## src/rtl/trap_controller_if.sv

```systemverilog
// Core-to-trap-controller bus: the commit-stage trap request, the CSR
// read/write port, and the stall/redirect controls going back to the pipeline.
interface trap_controller_if #(
  parameter int XLEN = 32
) ();
  logic            inst_valid;
  logic [1:0]      trap;
  logic [XLEN-1:0] pc;
  logic            ext_irq;
  logic [11:0]     csr_raddr;
  logic [XLEN-1:0] csr_rdata;
  logic            csr_we;
  logic [11:0]     csr_waddr;
  logic [XLEN-1:0] csr_wdata;
  logic            stall;
  logic            redirect_valid;
  logic [XLEN-1:0] redirect_pc;

  modport master (
    output inst_valid, trap, pc, ext_irq, csr_raddr, csr_we, csr_waddr, csr_wdata,
    input  csr_rdata, stall, redirect_valid, redirect_pc
  );

  modport slave (
    input  inst_valid, trap, pc, ext_irq, csr_raddr, csr_we, csr_waddr, csr_wdata,
    output csr_rdata, stall, redirect_valid, redirect_pc
  );
endinterface

```

## src/rtl/trap_controller.sv

```systemverilog
// Machine-mode trap sequencer: owns mstatus/mtvec/mepc/mcause, arbitrates
// interrupts, sync traps and mret, stalls the core and issues one PC redirect.
module trap_controller #(
  parameter int              XLEN      = 32,
  parameter logic [XLEN-1:0] IRQ_CAUSE = 32'h8000000B
) (
  input logic               clk,
  input logic               rst,
  trap_controller_if.slave  bus
);

  localparam logic [11:0] ADDR_MSTATUS = 12'h300;
  localparam logic [11:0] ADDR_MTVEC   = 12'h305;
  localparam logic [11:0] ADDR_MEPC    = 12'h341;
  localparam logic [11:0] ADDR_MCAUSE  = 12'h342;

  localparam logic [1:0] TRAP_ECALL   = 2'b01;
  localparam logic [1:0] TRAP_ILLEGAL = 2'b10;
  localparam logic [1:0] TRAP_MRET    = 2'b11;

  typedef enum logic [1:0] {
    IDLE,
    SAVE,
    VECTOR,
    RETURN
  } state_t;

  state_t          state_q, state_d;
  logic            mie_q, mie_d;
  logic            mpie_q, mpie_d;
  logic [XLEN-1:0] mtvec_q, mtvec_d;
  logic [XLEN-1:0] mepc_q, mepc_d;
  logic [XLEN-1:0] mcause_q, mcause_d;
  logic            redirect_valid_q, redirect_valid_d;
  logic [XLEN-1:0] redirect_pc_q, redirect_pc_d;

  logic idle;
  logic irq_take;
  logic sync_take;
  logic mret_take;
  logic trap_take;

  // Event arbitration: interrupt beats sync trap beats mret, all gated on commit.
  always_comb begin
    idle      = (state_q == IDLE);
    irq_take  = idle & bus.inst_valid & bus.ext_irq & mie_q;
    sync_take = idle & bus.inst_valid & ~irq_take &
                ((bus.trap == TRAP_ECALL) | (bus.trap == TRAP_ILLEGAL));
    mret_take = idle & bus.inst_valid & ~irq_take & (bus.trap == TRAP_MRET);
    trap_take = irq_take | sync_take;
  end

  always_comb begin
    state_d          = state_q;
    mie_d            = mie_q;
    mpie_d           = mpie_q;
    mtvec_d          = mtvec_q;
    mepc_d           = mepc_q;
    mcause_d         = mcause_q;
    redirect_valid_d = 1'b0;
    redirect_pc_d    = redirect_pc_q;

    case (state_q)
      IDLE: begin
        if (trap_take) begin
          mepc_d  = {bus.pc[XLEN-1:2], 2'b00};
          if (irq_take)
            mcause_d = IRQ_CAUSE;
          else if (bus.trap == TRAP_ECALL)
            mcause_d = XLEN'(32'd11);
          else
            mcause_d = XLEN'(32'd2);
          state_d = SAVE;
        end else if (mret_take) begin
          mie_d            = mpie_q;
          mpie_d           = 1'b1;
          redirect_valid_d = 1'b1;
          redirect_pc_d    = mepc_q;
          state_d          = RETURN;
        end else if (bus.csr_we) begin
          // Writes only land on a quiet IDLE cycle; unknown addresses fall through.
          case (bus.csr_waddr)
            ADDR_MSTATUS: begin
              mie_d  = bus.csr_wdata[3];
              mpie_d = bus.csr_wdata[7];
            end
            ADDR_MTVEC:  mtvec_d  = {bus.csr_wdata[XLEN-1:2], 2'b00};
            ADDR_MEPC:   mepc_d   = {bus.csr_wdata[XLEN-1:2], 2'b00};
            ADDR_MCAUSE: mcause_d = bus.csr_wdata;
            default: ;
          endcase
        end
      end
      SAVE: begin
        mpie_d           = mie_q;
        mie_d            = 1'b0;
        redirect_valid_d = 1'b1;
        redirect_pc_d    = mtvec_q;
        state_d          = VECTOR;
      end
      VECTOR:  state_d = IDLE;
      RETURN:  state_d = IDLE;
      default: state_d = IDLE;
    endcase
  end

  always_ff @(posedge clk) begin
    if (rst) begin
      state_q          <= IDLE;
      mie_q            <= 1'b0;
      mpie_q           <= 1'b0;
      mtvec_q          <= '0;
      mepc_q           <= '0;
      mcause_q         <= '0;
      redirect_valid_q <= 1'b0;
      redirect_pc_q    <= '0;
    end else begin
      state_q          <= state_d;
      mie_q            <= mie_d;
      mpie_q           <= mpie_d;
      mtvec_q          <= mtvec_d;
      mepc_q           <= mepc_d;
      mcause_q         <= mcause_d;
      redirect_valid_q <= redirect_valid_d;
      redirect_pc_q    <= redirect_pc_d;
    end
  end

  always_comb begin
    bus.csr_rdata = '0;
    case (bus.csr_raddr)
      ADDR_MSTATUS: begin
        bus.csr_rdata[3] = mie_q;
        bus.csr_rdata[7] = mpie_q;
      end
      ADDR_MTVEC:  bus.csr_rdata = mtvec_q;
      ADDR_MEPC:   bus.csr_rdata = mepc_q;
      ADDR_MCAUSE: bus.csr_rdata = mcause_q;
      default: ;
    endcase
  end

  assign bus.stall          = ~idle | trap_take | mret_take;
  assign bus.redirect_valid = redirect_valid_q;
  assign bus.redirect_pc    = redirect_pc_q;

endmodule

```

## src/flat_wrapper.sv

```systemverilog
// flat-port wrapper written by rule: the top's interface ports become plain ports
module trap_controller_flat 
#(
  parameter int              XLEN      = 32,
  parameter logic [XLEN-1:0] IRQ_CAUSE = 32'h8000000B
)
  (clk, rst, bus_inst_valid, bus_trap, bus_pc, bus_ext_irq, bus_csr_raddr, bus_csr_we, bus_csr_waddr, bus_csr_wdata, bus_csr_rdata, bus_stall, bus_redirect_valid, bus_redirect_pc);
  trap_controller_if #(.XLEN(XLEN)) bus_i ();
  input logic clk;
  input logic rst;
  input wire logic [$bits(bus_i.inst_valid)-1:0] bus_inst_valid;
  input wire logic [$bits(bus_i.trap)-1:0] bus_trap;
  input wire logic [$bits(bus_i.pc)-1:0] bus_pc;
  input wire logic [$bits(bus_i.ext_irq)-1:0] bus_ext_irq;
  input wire logic [$bits(bus_i.csr_raddr)-1:0] bus_csr_raddr;
  input wire logic [$bits(bus_i.csr_we)-1:0] bus_csr_we;
  input wire logic [$bits(bus_i.csr_waddr)-1:0] bus_csr_waddr;
  input wire logic [$bits(bus_i.csr_wdata)-1:0] bus_csr_wdata;
  output wire logic [$bits(bus_i.csr_rdata)-1:0] bus_csr_rdata;
  output wire logic [$bits(bus_i.stall)-1:0] bus_stall;
  output wire logic [$bits(bus_i.redirect_valid)-1:0] bus_redirect_valid;
  output wire logic [$bits(bus_i.redirect_pc)-1:0] bus_redirect_pc;
  assign bus_i.inst_valid = bus_inst_valid;
  assign bus_i.trap = bus_trap;
  assign bus_i.pc = bus_pc;
  assign bus_i.ext_irq = bus_ext_irq;
  assign bus_i.csr_raddr = bus_csr_raddr;
  assign bus_i.csr_we = bus_csr_we;
  assign bus_i.csr_waddr = bus_csr_waddr;
  assign bus_i.csr_wdata = bus_csr_wdata;
  assign bus_csr_rdata = bus_i.csr_rdata;
  assign bus_stall = bus_i.stall;
  assign bus_redirect_valid = bus_i.redirect_valid;
  assign bus_redirect_pc = bus_i.redirect_pc;
  trap_controller #(.XLEN(XLEN), .IRQ_CAUSE(IRQ_CAUSE)) u_core (.clk(clk), .rst(rst), .bus(bus_i));
endmodule
```

## config.mk

```make
export PLATFORM = sky130hd
export DESIGN_NAME = trap_controller_flat
export DESIGN_NICKNAME = d
export VERILOG_FILES = /design/src/rtl/trap_controller_if.sv /design/src/rtl/trap_controller.sv /design/src/flat_wrapper.sv
export SDC_FILE = /design/constraint.sdc
export NUM_CORES = 1
export LEC_CHECK = 0
export CAP_MARGIN = 20
export CORE_AREA = 4 4 125 127
export DETAILED_ROUTE_END_ITERATION = 16
export DIE_AREA = 0 0 129 131
export PLACE_DENSITY = 0.74
export RECOVER_POWER = 100
export SLEW_MARGIN = 5
export SYNTH_ARGS = -nofsm -noshare
export SYNTH_HDL_FRONTEND = slang
export SYNTH_SLANG_ARGS = --single-unit
```

## constraint.sdc

```tcl
create_clock -name clk -period 2.7 [get_ports clk]
set_input_delay 0.54 -clock clk [delete_from_list [all_inputs] [get_ports clk]]
set_output_delay 0.54 -clock clk [all_outputs]
set_load 0.03 [all_outputs]
```

# Word level (Yosys, flattened, before mapping)
# Index checks and enable logic that the tools add are counted.
# totals
latchBits,0
in_bits,95
ramBits,0
rom_bits,0
memories,0
output_inout_bits,66
register_bits,131
word_cells,87
# op_classes
n_reduce_logical,11
eq_ne,20
order_cmp,0
muxes,34
multipliers,0
div,0
bitwise_logic,14
shifts,0
n_addsub,0
# op_table
cell,count
2-to-1 mux 32 bit,11
"== test 12 x 10 -> 1 bit, second input constant",8
case mux 24 bit (3 select lines),1
case mux 32 bit (2 select lines),1
case mux 3 bit (3 select lines),2
AND reduction 4 bit,3
2-to-1 mux 1 bit,10
"!= test 3 bit, second input constant",3
"== test 2 bit, second input constant",4
case mux 1 bit (4 select lines),2
nonzero test 2 bit,4
bitwise AND 1 bit,6
"!= test 2 bit, second input constant",3
case mux 1 bit (2 select lines),3
case mux 2 bit (3 select lines),1
AND reduction 5 bit,1
"== test 2 x 1 -> 1 bit, second input constant",2
2-to-1 mux 2 bit,2
2-to-1 mux 4 bit,1
inverter 1 bit,4
bitwise OR 1 bit,4
AND reduction 3 bit,1
logical NOT 2 bit,1
OR reduction 2 bit,1

# Logic depth before layout (Yosys ltp)
# Gate-level depths: netlist of run 1.
# logic_depth
depth_word,10
mapped_depth,9
ltp_nobuf,7

# Least setup slack after synthesis of run 1
# No wires, ideal clock.
# synth_path
path_type,in2out
startpoint,input bus_csr_raddr[3]
endpoint,output bus_csr_rdata[14]
setup_slack_ns,0.096
path_stages,6
arrival_ns,2.064
n_path_buf,1
required_time_ns,2.160
path_cell_list,nor4_1 > nand4_1 > nor4b_4 > buf_2 > a222oi_1 > inv_1
# synth_via
elab_chain_cells,2
elab_cells_between_ends,4
cone_classes,eq/ne: 3; mux: 1
# synth_rtl
item,line,source
"start, declared",flat_wrapper.sv:15,input wire logic [$bits(bus_i.csr_raddr)-1:0] bus_csr_raddr;
== test 12 x 10 -> 1 bit,trap_controller.sv:131,case (bus.csr_raddr)
case mux 24 bit (3 select lines) *,trap_controller.sv:131,
"end, declared",flat_wrapper.sv:19,output wire logic [$bits(bus_i.csr_rdata)-1:0] bus_csr_rdata;
# Mark *: on every way between the ends. The rest lies on a longest branch, timed or not.

# Final worst setup path of run 1
# layout_path
startpoint,input bus_csr_raddr[5]
endpoint,output bus_csr_rdata[12]
# The elaborated chain is that of the path after synthesis.

==> impl_metrics.csv, run 1 <==
group,metric,value,unit
run_status,status,"finished, violations left",
run_status,violations,"setup timing",
sta,slew_violations,0,
logic_synthesis,async_flop_share,0,
clock_network,cts_buffers,17,
clock_network,cts_root_buffer,"clkbuf_16",
logic_synthesis,ys_warn_count,0,
sta,hold_violations,0,
setup_path,critPathArrivalTime,2160,ps
cells_and_area,drive_above_1_share,0.158,
floorplanning,dieArea,0.0169,mm^2
sta,hold_slack,467,ps
detailed_routing,drt_iter0_drc,485,
power_and_ir_drop,p_leak,3.45,nW
global_route,globalRoute.busiestLayer,"met2",
logic_synthesis,syn_inst,645,
logic_synthesis,synthesis.area,0.00575,mm^2
clock_network,cts.htree.levels,4,
power_and_ir_drop,power_frac_clock,0.474,
power_and_ir_drop,internal_power,3.85,mW
power_and_ir_drop,switching_share,0.253,
clock_network,cts.clk_slew.worst_paths,60,ps
place,gp_congestion,0.799,
setup_path,reg2regPathDepth,7,
logic_synthesis,yosys-top-cells-count,"127 x dfxtp_1, 96 x nand2_1, 91 x mux2i_1, 69 x nor2_1, 33 x a21oi_1",
detailed_routing,vias,5524,
logic_synthesis,synth_edf_count,0,
logic_synthesis,ys_ff_latch,127,
logic_synthesis,synth-seq-area-share,0.442,
floorplanning,rows,44,
detailed_routing,via_per_inst,5.43,
sta,setup_viol,1,
power_and_ir_drop,combPwrFrac,0.135,
setup_path,r2r-start,"u_core.mie_q",
logic_synthesis,ys_dominant_reg_cell,"dfxtp_1",
cells_and_area,stdcell_count,1017,
detailed_routing,drt-pass1-iter-count,7,
logic_synthesis,synth_area_leaders,"dfxtp_1 44%, mux2i_1 16%, nand2_1 6.3%, a222oi_1 4.9%, nor2_1 4.5%",
floorplanning,coreArea,0.0144,mm^2
power_and_ir_drop,power_switching,1.31,mW
place,portBuffers,156,
global_route,grt_pass1_vias,5295,
setup_path,required,2160,ps
cells_and_area,antenna_cells,0,
global_route,track_usage,0.211,
detailed_routing,drc,0,
logic_synthesis,synth_top_cell_by_area,"dfxtp_1",
floorplanning,ios,161,
hold_path,min_delay_path_depth,2,
global_route,use_met2,0.361,
floorplanning,start_util,0.399,
power_and_ir_drop,power.density,600,mW/mm^2
clock_network,clk_path_buf_depth,2,
sta,max_freq,370,MHz
global_route,use_met1,0.260,
run,cap_violations,0,
hold_path,hold_path.class,"reg2reg",
setup_path,crit_fanout,7,
hold_path,hold_path_end,"u_core.mtvec_q[31]",
place,placed_cells,971,
place,post-dp-hpwl,11400,um
clock_network,clock_latency,430,ps
sta,post-route-min-period,2700,ps
setup_path,crit_path_end_kind,"primary output",
global_route,use_met3,0.0545,
logic_synthesis,yosysMostFrequentCell,"dfxtp_1",
clock_network,cts_tree,"yes",
sta,rsz0062_at_grt,"true",
detailed_routing,antenna_left,0,
logic_synthesis,synth_cell_types,45,
sta,relSlewSlack,0.576,
power_and_ir_drop,pwr-share-seq,0.391,
cells_and_area,final_nets,917,
cells_and_area,syn2layout_area_growth,49.7,%
cells_and_area,fillerInstances,1255,
sta,fin_crit_sh,1.00,
detailed_routing,avgRoutedWirePerCell,18.2,um
sta,tightest_slew,635,ps
logic_synthesis,yosysTopAreaCellShare,0.442,
setup_path,worstSetupStartpointType,"primary input",
sta,finalWorstSetupSlack,-0.330,ps
global_route,grt_overflow,0,
global_route,antenna_found_initial,0,
floorplanning,die_height,131,um
floorplanning,die_w,129,um
setup_path,rr_endpoint,"u_core.mcause_q[7]",
setup_path,reg2reg_slack,310,ps
global_route,grt_max_degree,33,
power_and_ir_drop,vdd_drop_max,425,uV
sta,worst_clock_skew,9.70,ps
clock_network,clock_sinks,127,
detailed_routing,routed_wl,18500,um
logic_synthesis,syn_avg_cell_area,8.91,um^2
setup_path,crit_type,"in2out",
hold_path,hp-start,"u_core.mtvec_q[31]",
global_route,grt_first_pass_wirelength,27700,um
place,preCtsSetupSlack,-386,ps
## placed cells by master, fill, tap and decap left out, drive strengths merged, types with 30 or more instances in the layout
cell,Yosys,routed
nor2,70,70
a211oi,30,30
nand2,96,96
a21oi,33,33
dlygate4sd3,0,31
clkdlybuf4s50,0,79
buf,26,76
mux2i,91,91
inv,31,32
dfxtp,127,127
o21ai,32,32
## worst max path at each step
stage / startpoint / endpoint / slack, ps
floorplan: bus_csr_raddr[3] / bus_csr_rdata[14] / 100
global placement: bus_csr_raddr[3] / bus_csr_rdata[12] / -320
detailed placement: bus_csr_raddr[3] / bus_csr_rdata[18] / -390
CTS: bus_csr_raddr[7] / bus_csr_rdata[13] / -10
global route: bus_csr_raddr[5] / bus_csr_rdata[29] / -70
finish: bus_csr_raddr[5] / bus_csr_rdata[12] / -0.3
## flip-flops by register name, summed over array words and instances (netlist names)
name                       flops
u_core.mepc_q                 30
u_core.bus.redirect_valid      1
u_core.mtvec_q                30
u_core.mpie_q                  1
u_core.state_q                 2
u_core.mcause_q               32
u_core.bus.redirect_pc        30
u_core.mie_q                   1
## routing by layer
layer / part of all wire / wire [um] / vias to the layer above
met3: 0.081 / 1490 / 29
met4: 0.015 / 276 / 0
li1: - / - / 2655
met5: 0 / 0 / -
met1: 0.42 / 7840 / 2605
met2: 0.48 / 8870 / 235
## critical path, cell delays in order
cell and delay (ps):
buf_6 100, nor4_4 250, nand4_1 150, buf_6 160
buf_6 110, nor3_4 210, buf_6 160, clkbuf_16 150
a222oi_1 80, inv_1 110, buf_6 140
## through the flow
stage	setup TNS [ps]	total power, mW	instance area (um^2)	util
final	-0.330	5.16	8610	0.597
after CTS	-62.0	5.22	8530	0.592
after detailed placement	-18060	2.78	7680	0.533
after floorplan	0	2.40	5750	-
after global routing	-1080	5.33	8610	0.597
after global placement	-15330	2.77	7680	0.533
## kinds of logic (layout without fill, tap and decap cells)
family,Yosys count,after routing,synth area share
other,1,2,0.000652
buffers and inverters,82,269,0.0633
AOI/OAI and AO/OA,142,142,0.174
and+or+nand+nor,200,200,0.157
muxes,91,91,0.158
adders and majority gates,2,2,0.00435
DFF,127,127,0.442
## layout make-up
type	count	area [um^2]	share of cell area
clock buffers	18	439	0.0510
clock inverters	14	189	0.0220
inverters	31	116	0.0135
multi-input cells	437	2890	0.336
flip-flops and latches	127	2540	0.295
well taps	184	230	0.0268
repair buffers	206	2190	0.255
## what timing repair did
| action | 4_1_cts | 5_1_grt |
|---|---|---|
| buffers inserted | 6 | 2 |
| resized for setup | 57 | 23 |
| endpoints found under the setup margin | 31 | 34 |
| pin swaps | 10 | 7 |
| hold buffers | 0 | 0 |
| cloned | 3 | 3 |
| hold endpoints to repair | 0 | 0 |
## power by group through the flow
| stage | Clock (mW) | Combinational [mW] | Sequential [mW] |
|---|---|---|---|
| after global placement | 0 | 0.714 | 2.06 |
| after detailed placement | 0 | 0.720 | 2.06 |
| after floorplan | 0 | 0.262 | 2.14 |
| after CTS | 2.47 | 0.725 | 2.02 |
| after global routing | 2.55 | 0.747 | 2.03 |
| final | 2.45 | 0.695 | 2.02 |
(Power assumes the default switching activity.)
==> run 2: changes to the inputs <==
--- a/config.mk
+++ b/config.mk
@@ -5,6 +5,7 @@
 export SDC_FILE = /design/constraint.sdc
 export NUM_CORES = 1
 export LEC_CHECK = 0
+export ABC_CLOCK_PERIOD_IN_PS = 2700
 export CAP_MARGIN = 20
 export CORE_AREA = 4 4 125 127
 export DETAILED_ROUTE_END_ITERATION = 16
==> results of run 2 <==
Same layout as run 1: the final DEF is identical, and so are final timing and power.
==> run 3: changes to the inputs <==
--- a/config.mk
+++ b/config.mk
@@ -7,9 +7,9 @@
 export LEC_CHECK = 0
 export ABC_CLOCK_PERIOD_IN_PS = 2700
 export CAP_MARGIN = 20
-export CORE_AREA = 4 4 125 127
+export CORE_AREA = 10 10 131 133
 export DETAILED_ROUTE_END_ITERATION = 16
-export DIE_AREA = 0 0 129 131
+export DIE_AREA = 0 0 141 143
 export PLACE_DENSITY = 0.74
 export RECOVER_POWER = 100
 export SLEW_MARGIN = 5
==> run 3 against run 2 <==
Effect of this change:
- sequential power is essentially flat
- critical endpoint is now bus_csr_rdata[29]
- total power shrank 2.6%
- sequential share of layout area rose by 0.26 points
- fmax down 2.8%
- register-to-register slack worse by 60 ps
- core utilization is 0.51 points lower
- highest routed layer unchanged
- largest power group unchanged
- final area is 0.86% lower
- via count decreased by 0.91%
- die area rose by 19%
- the flow still finishes with violations (setup timing)
==> impl_metrics.csv, run 3 (same netlist as run 1, synthesis figures left out) <==
group,metric,value,unit
run_status,status,"finished, violations left",
run_status,violations,"setup timing",
clock_network,cts.htree.levels,4,
floorplanning,rows,44,
sta,relSlewSlack,0.557,
global_route,grt_first_pass_wirelength,29800,um
cells_and_area,stdcell_count,1012,
clock_network,clk_path_buf_depth,2,
hold_path,hp-start,"u_core.mtvec_q[6]",
detailed_routing,drt-pass1-iter-count,8,
place,placed_cells,967,
detailed_routing,avgRoutedWirePerCell,19.3,um
cells_and_area,final_common_cell,"dfxtp_1",
setup_path,critPathArrivalTime,2240,ps
power_and_ir_drop,p_leak,3.42,nW
floorplanning,dieArea,0.0202,mm^2
floorplanning,start_util,0.399,
clock_network,cts_tree,"yes",
sta,slew_violations,0,
sta,setup_viol,29,
cells_and_area,antenna_cells,0,
power_and_ir_drop,vdd_drop_max,411,uV
sta,post-route-min-period,2780,ps
sta,tightest_slew,664,ps
floorplanning,die_height,143,um
clock_network,cts_buffers,17,
setup_path,rr_endpoint,"u_core.mcause_q[29]",
sta,hold_slack,468,ps
detailed_routing,routed_wl,19600,um
setup_path,r2r-start,"u_core.state_q[1]",
hold_path,hold_path_end,"u_core.mtvec_q[6]",
cells_and_area,layout_common_cells,"127 x dfxtp_1, 95 x nand2_1, 91 x mux2i_1",
setup_path,worstSetupStartpointType,"primary input",
cells_and_area,syn2layout_area_growth,48.4,%
clock_network,cts.clk_slew.worst_paths,50,ps
detailed_routing,via_per_inst,5.41,
floorplanning,coreArea,0.0144,mm^2
sta,fin_crit_sh,1.03,
detailed_routing,antenna_left,0,
global_route,grt_pass1_vias,5525,
setup_path,required,2160,ps
cells_and_area,final_nets,912,
floorplanning,die_w,141,um
detailed_routing,drc,0,
global_route,track_usage,0.185,
sta,rsz0062_at_grt,"true",
setup_path,reg2regPathDepth,7,
global_route,grt_overflow,0,
cells_and_area,drive_above_1_share,0.155,
floorplanning,ios,161,
run,cap_violations,0,
hold_path,hold_path.class,"reg2reg",
global_route,grt_max_degree,56,
setup_path,crit_fanout,7,
place,portBuffers,156,
sta,max_freq,360,MHz
cells_and_area,fillerInstances,1274,
place,preCtsSetupSlack,-393,ps
detailed_routing,drt_iter0_drc,498,
setup_path,crit_type,"in2out",
power_and_ir_drop,power.density,589,mW/mm^2
place,post-dp-hpwl,12200,um
detailed_routing,vias,5474,
hold_path,min_delay_path_depth,2,
sta,worst_clock_skew,7.76,ps
clock_network,cts_root_buffer,"clkbuf_16",
place,gp_congestion,0.812,
setup_path,crit_path_end_kind,"primary output",
clock_network,clock_latency,420,ps
sta,hold_violations,0,
cells_and_area,top_register,"u_core.mcause_q",
clock_network,clock_sinks,127,
sta,finalWorstSetupSlack,-77.8,ps
global_route,antenna_found_initial,0,
cells_and_area,largest_reg_flops,32,
setup_path,reg2reg_slack,250,ps
run 3: cell types whose count changed in the layout (fill, tap and decap cells not counted), moves of 2 or more:
cell / delta
buf_2: +4
buf_8: -4
buf_4: -5
clkbuf_1: +2
dlymetal6s2s_1: +2
dlygate4sd2_1: -2
run 3: routing by layer:
metal | share of wire | global-route usage
met5 | 0 | 0
met1 | 0.43 | 0.222
met2 | 0.49 | 0.312
met4 | 0.010 | 0.0527
met3 | 0.072 | 0.0547
run 3: cell type report:
| type | instances | area [um^2] | share of cell area |
|---|---|---|---|
| clock buffer | 22 | 464 | 0.0544 |
| clock inverter | 10 | 136 | 0.0160 |
| inverter | 31 | 116 | 0.0136 |
| multi-input combinational | 437 | 2890 | 0.339 |
| sequential | 127 | 2540 | 0.298 |
| tap | 184 | 230 | 0.0270 |
| timing repair buffer | 201 | 2150 | 0.252 |
run 3: worst max-delay path: stages:
cell      delay [ps]
buf_6             90
nor4_4           250
nand4_1          140
buf_6            150
buf_6            110
nor4b_4          270
buf_6            190
buf_6            180
a222oi_1         100
inv_1             80
buf_6            130
run 3: report_power, final:
| part | leakage (nW) | switching (mW) | internal (mW) |
|---|---|---|---|
| Combinational | 2.11 | 0.368 | 0.311 |
| Sequential | 1.03 | 0.0559 | 1.96 |
| Clock | 0.286 | 0.833 | 1.50 |
run 3: how the worst max path moves through the flow:
stage                     start                end  cells past startpoint
6_report       bus_csr_raddr[5]  bus_csr_rdata[29]                     11
5_1_grt        bus_csr_raddr[5]  bus_csr_rdata[21]                     11
4_1_cts        bus_csr_raddr[7]  bus_csr_rdata[30]                     11
3_5_place_dp   bus_csr_raddr[3]  bus_csr_rdata[21]                      9
3_3_place_gp   bus_csr_raddr[3]  bus_csr_rdata[21]                      9
2_1_floorplan  bus_csr_raddr[3]  bus_csr_rdata[14]                      6
run 3: through the flow:
step	cell area [um^2]	util	setup TNS (ps)	power (mW)
3_3_place_gp	7710	0.535	-11870	2.76
2_1_floorplan	5750	-	0	2.40
5_1_grt	8530	0.592	-7950	5.20
4_1_cts	8590	0.595	-1570	5.10
3_5_place_dp	7710	0.535	-14470	2.77
6_report	8530	0.592	-1580	5.03
run 3: timing repair:
| action | CTS | global route |
|---|---|---|
| resized for setup | 59 | 9 |
| setup buffers | 7 | 1 |
| hold endpoints to repair | 0 | 0 |
| cloned | 3 | 3 |
| hold buffers | 0 | 0 |
| setup endpoints to repair | 31 | 32 |
| pin swaps | 19 | 7 |
